**config.mk**
```make
export PLATFORM = sky130hd
export DESIGN_NAME = hamming_74_decoder_pipe
export DESIGN_NICKNAME = d
export VERILOG_FILES = /design/src/rtl/hamming_pkg.sv /design/src/rtl/hamming_74_correct.sv /design/src/rtl/hamming_74_decoder_pipe.sv
export SDC_FILE = /design/constraint.sdc
export NUM_CORES = 1
export LEC_CHECK = 0
export CORE_ASPECT_RATIO = 2
export CORE_UTILIZATION = 46
export CTS_CLUSTER_SIZE = 24
export DETAILED_ROUTE_END_ITERATION = 10
export PLACE_DENSITY_LB_ADDON = 0.08
export REMOVE_ABC_BUFFERS = 1
export SLEW_MARGIN = 25
export SYNTH_ARGS = -nofsm -noshare
export SYNTH_HDL_FRONTEND = slang
export SYNTH_SLANG_ARGS = --single-unit
```
**constraint.sdc**
```tcl
create_clock -name clk -period 1.6 [get_ports clk]
set_input_delay 0.24 -clock clk [delete_from_list [all_inputs] [get_ports clk]]
set_output_delay 0.24 -clock clk [all_outputs]
set_load 0.005 [all_outputs]
```
**src/rtl/hamming_pkg.sv**
```systemverilog
// Shared Hamming(7,4) types, bit-position constants and helper functions.
// Codeword positions run 7..1 with parity at 1/2/4 and data at 3/5/6/7.
package hamming_pkg;

    typedef logic [7:1] code_t;
    typedef logic [3:0] data_t;
    typedef logic [2:0] synd_t;

    localparam int P1_POS = 1;
    localparam int P2_POS = 2;
    localparam int P4_POS = 4;
    localparam int D0_POS = 3;
    localparam int D1_POS = 5;
    localparam int D2_POS = 6;
    localparam int D3_POS = 7;

    // Each syndrome bit re-checks one parity group; the result names the bad position.
    function automatic synd_t calc_syndrome(input code_t c);
        synd_t s;
        s[0] = c[P1_POS] ^ c[D0_POS] ^ c[D1_POS] ^ c[D3_POS];
        s[1] = c[P2_POS] ^ c[D0_POS] ^ c[D2_POS] ^ c[D3_POS];
        s[2] = c[P4_POS] ^ c[D1_POS] ^ c[D2_POS] ^ c[D3_POS];
        return s;
    endfunction

    function automatic data_t extract_data(input code_t c);
        return {c[D3_POS], c[D2_POS], c[D1_POS], c[D0_POS]};
    endfunction

endpackage

```
**src/rtl/hamming_74_correct.sv**
```systemverilog
// Combinational single-bit corrector: flips the bit named by the syndrome and
// extracts the data nibble. The syndrome arrives precomputed from stage 1.
module hamming_74_correct
    import hamming_pkg::*;
(
    input  code_t code,
    input  synd_t synd,
    output data_t data,
    output logic  corrected
);

    code_t fixed;

    always_comb begin
        fixed = code;
        for (int i = 1; i <= 7; i++) begin
            if (synd == synd_t'(i)) begin
                fixed[i] = ~code[i];
            end
        end
    end

    assign data      = extract_data(fixed);
    assign corrected = (synd != '0);

endmodule

```
**src/rtl/hamming_74_decoder_pipe.sv**
```systemverilog
// Two-stage Hamming(7,4) decoder: stage 1 captures code + syndrome, stage 2
// corrects and presents data. Saturating word / corrected counters on delivery.
module hamming_74_decoder_pipe
    import hamming_pkg::*;
#(
    parameter int CNT_W = 16
) (
    input  logic             clk,
    input  logic             rst_n,
    input  logic             in_valid,
    output logic             in_ready,
    input  logic [7:1]       in_code,
    output logic             out_valid,
    input  logic             out_ready,
    output logic [3:0]       out_data,
    output logic [2:0]       out_syndrome,
    output logic             out_corrected,
    input  logic             clr_counts,
    output logic [CNT_W-1:0] word_count,
    output logic [CNT_W-1:0] corr_count
);

    localparam logic [CNT_W-1:0] CNT_MAX = '1;

    // Handshakes: a transfer happens on a rising clk edge where valid && ready;
    // valid never waits on ready, and a stalled stage holds its contents.
    logic  v1, v2;
    code_t code1;
    synd_t synd1;
    data_t data2;
    synd_t synd2;
    logic  corr2;
    logic  adv1, adv2, in_fire, out_fire;
    data_t data_c;
    logic  corr_c;

    assign adv2     = !v2 || out_ready;
    assign adv1     = v1 && adv2;
    assign in_ready = !v1 || adv2;
    assign in_fire  = in_valid && in_ready;
    assign out_fire = v2 && out_ready;

    always_ff @(posedge clk or negedge rst_n) begin
        if (!rst_n) begin
            v1    <= 1'b0;
            code1 <= '0;
            synd1 <= '0;
        end else if (in_fire) begin
            v1    <= 1'b1;
            code1 <= in_code;
            synd1 <= calc_syndrome(in_code);
        end else if (adv1) begin
            v1    <= 1'b0;
        end
    end

    hamming_74_correct u_correct (
        .code      (code1),
        .synd      (synd1),
        .data      (data_c),
        .corrected (corr_c)
    );

    always_ff @(posedge clk or negedge rst_n) begin
        if (!rst_n) begin
            v2    <= 1'b0;
            data2 <= '0;
            synd2 <= '0;
            corr2 <= 1'b0;
        end else if (adv2) begin
            v2 <= v1;
            if (v1) begin
                data2 <= data_c;
                synd2 <= synd1;
                corr2 <= corr_c;
            end
        end
    end

    assign out_valid     = v2;
    assign out_data      = data2;
    assign out_syndrome  = synd2;
    assign out_corrected = corr2;

    // Clear takes priority over a coincident delivery.
    always_ff @(posedge clk or negedge rst_n) begin
        if (!rst_n) begin
            word_count <= '0;
            corr_count <= '0;
        end else if (clr_counts) begin
            word_count <= '0;
            corr_count <= '0;
        end else if (out_fire) begin
            if (word_count != CNT_MAX) word_count <= word_count + CNT_W'(1);
            if (corr2 && corr_count != CNT_MAX) corr_count <= corr_count + CNT_W'(1);
        end
    end

endmodule

```
==> metrics.md <==
| Metric | Value |
|---|---|
| Number of distinct library cells after synthesis | 40 |
| Worst EP arrival | 2.09 ns |
| Die height | 108.2 um |
| Syn Area/Cell | 9.719 um^2 |
| CTS Root Cell | clkbuf_8 |
| Leak Pwr | 0.002126 uW |
| Final Hold Viols | 0 |
| Violated checks | negative setup slack |
| Total GRT Usage | 28.42% |
| HP Class | in -> async |
| Placed instance area | 0.003682 mm^2 |
| Vias | 2804 |
| Mapped Cells | 267 |
| Worst clock skew | 0.01058 ns |
| Initial drt markers | 135 |
| Worst setup EP type | register |
| Crit path from | corr_count[0]$_DFFE_PN0P_ |
| Post-synthesis sequential area ratio | 47.25% |
| Share of layout cells above drive strength 1 | 43.50% |
| Clock tree buffer depth | 2 |
| Row cnt | 38 |
| Worst Setup Start Kind | register |
| PwrDens | 654.4 mW/mm^2 |
| Design Area, Final | 0.004529 mm^2 |
| Antenna viol nets, final | 0 |
| Final setup viols | 28 |
| Clk Latency, worst-skew pair | 0.32 ns |
| Post-Synthesis Cell Area | 0.002595 mm^2 |
| Setup slack after layout | -0.2296 ns |
| Power, Total | 2964 uW |
| R2R Path Start | corr_count[0]$_DFFE_PN0P_ |
| Routed len/inst | 18.20 um |
| RSZ-0062 raised after global routing | yes |
| CTS tree | built |
| Placed insts | 440 |
| Fmax | 546.6 MHz |
| Initial Util | 47.88% |
| Max_cap viols | 0 |
| Num CTS Buffers | 5 |
| Synth Warn # | 0 |
| Avg Vias per Cell | 5.805 |
| R2r worst-path depth | 6 |
| Kind of critical path | reg -> reg |
| GRT Residual Overflow | 0 |
| DRC Markers | 0 |
| Final period utilization | 114.4% |
| Die X | 55.11 um |
| Total Wirelength | 8.789 mm |
| Vias in the first global route | 2663 |
| Pins Over Slew Limit | 0 |
| Final GP Congestion | 0.8386 |
| Drt first pass iters | 4 |
| I/O pin total | 54 |
| First-pass GRT wire length | 12.19 mm |
| Slew HR | 70.94% |
| Critical Path RT | 1.86 ns |
| PortBufs | 53 |
| Crit Path Max Fanout | 4 |
| Antenna diode count | 0 |
| Core Area | 0.005420 mm^2 |
| Layout Utilization | 83.56% |
| # clock sinks | 49 |
| Post-Layout Cell Count | 483 |
| Tmin final | 1.830 ns |
| Initial antenna violation count | 0 |
| Die area | 0.005964 mm^2 |
| Peak supply drop | 1121 uV |
| HPWL after DPL | 5.275 mm |
| # nets final | 436 |
| Area Growth Syn to Fin | 74.54% |
| FF+latch count, synth | 49 |
| H-tree Lvls | 2 |
| Fin Setup TNS | -2.760 ns |
| Status | finished, violations left |
| Clk pin slew, worst setup/hold paths | 0.10 ns |
| Largest net degree at the start of global routing | 50 |
| Least-Margin Pin Slew | 0.4335 ns |
## state kept, by name, summed over array words and instances, names as in the netlist
signal	cells
code1	4
corr_count	16
out_corrected	1
out_data	4
out_syndrome	3
out_valid	1
synd1	3
v1	1
word_count	16
## logic make-up after synthesis
logic type | count (synthesis) | synth area share, %
simple gates | 118 | 25.27
compound gates | 54 | 12.30
flops | 49 | 47.25
mux | 17 | 7.281
buf+inv | 14 | 2.555
xor+xnor | 13 | 4.388
fa+ha+maj | 2 | 0.9642
## path summary, 6_finish.rpt
path / end / slack, ns
max: corr_count[5]$_DFFE_PN0P_ / -0.23
min reg2reg: out_data[2]$_DFFE_PN0P_ / 0.48
max in group asynchronous: corr_count[2]$_DFFE_PN0P_ / 0.92
max reg2reg: corr_count[5]$_DFFE_PN0P_ / -0.23
min: word_count[5]$_DFFE_PN0P_ / 0.43
min in group clk: out_data[2]$_DFFE_PN0P_ / 0.48
## layout make-up
| class | instances | area (um^2) |
|---|---|---|
| multi-input cells | 204 | 1659 |
| repair buffers | 158 | 1435 |
| flip-flops and latches | 49 | 1229 |
| fillers | 304 | 890.9 |
| well taps | 60 | 75.07 |
| clock buffers | 5 | 68.82 |
| clock inverters | 3 | 47.55 |
| inverters | 4 | 15.01 |
## critical path: stages (launching register included)
cell     delay, ns
dfrtp_1       0.40
buf_6         0.12
nand4_1       0.14
buf_4         0.18
or2_4         0.24
or4_4         0.54
a21oi_2       0.14
## metal layers
layer / vias to the layer above / wire (um) / part of all wire, % / global-route usage (%)
li1: 1301 / - / - / -
met1: 1379 / 3116 / 35 / 28.48
met2: 97 / 4981 / 57 / 51.38
met3: 27 / 340 / 3.9 / 5.345
met4: 0 / 351 / 4.0 / 14.82
met5: - / 0 / 0 / 0
## synth_stat cells (all sizes together)
cell	instances	area (um^2)
or4	9	67.56
mux2	15	168.9
o31a	1	8.760
buf	5	23.77
clkbuf	4	15.01
nor2b	7	43.79
nand2	21	78.83
o2111ai	1	8.760
nor4b	1	8.760
xor2	6	52.55
mux2i	2	20.02
and3	3	20.02
ha	2	25.02
inv	4	15.01
or2	3	18.77
o31ai	8	60.06
and2	1	6.260
nand3b	3	22.52
or3	9	57.56
a31oi	1	6.260
nor2	16	60.06
o21ba	1	10.01
dlymetal6s2s	1	12.51
and4	2	17.52
nand3	10	55.05
dfrtp	49	1226
o21ai	19	95.09
nand2b	6	37.54
a21oi	19	95.09
a311oi	2	17.52
nand4	13	81.33
a221oi	1	8.760
a2111oi	1	8.760
nor4	8	50.05
nor3	6	30.03
xnor2	7	61.31
## timing repair
action | CTS | global route
endpoints found under the setup margin | 34 | 49
hold endpoints to repair | 49 | 0
buffers inserted | 20 | 15
hold buffers | 1 | 0
resized for setup | 57 | 68
pin swaps | 31 | 20
## power breakdown
part | leakage [uW] | internal (uW) | switching [uW] | total, uW
clock network | 0.0000591 | 477 | 473 | 950
registers | 0.000644 | 1340 | 90.0 | 1430
logic | 0.00142 | 339 | 244 | 582
total | 0.00213 | 2160 | 806 | 2960
## through the flow
stage,setup WS (ns),hold WS (ns)
2_1_floorplan,-0.4360,-0.05559
3_3_place_gp,-0.4961,0.2480
3_5_place_dp,-0.5124,0.2491
4_1_cts,-0.09996,0.4526
5_1_grt,-0.2786,0.4728
6_report,-0.2296,0.4272
## layout by cell type, fill, tap and decap left out, types with 2 or more instances in the layout
master	count
a21oi_1	8
a21oi_2	11
and3_1	2
and4_4	2
buf_2	2
buf_4	82
buf_6	22
clkbuf_8	5
clkdlybuf4s50_1	30
dfrtp_1	47
dfrtp_2	2
dlygate4sd2_1	5
dlymetal6s2s_1	15
inv_1	4
inv_6	2
mux2_2	9
mux2_4	6
mux2i_1	2
nand2_1	20
nand2b_1	6
nand3_1	7
nand3_4	3
nand3b_1	3
nand4_1	13
nor2_1	14
nor2b_1	7
nor3_1	3
nor3_2	2
nor4_2	3
nor4_4	4
o21ai_0	13
o21ai_1	6
o31ai_1	7
or2_4	3
or3_1	6
or3_4	3
or4_1	2
or4_4	7
xnor2_1	7
xor2_1	6
Note: power is estimated with default switching activity, not from simulation.
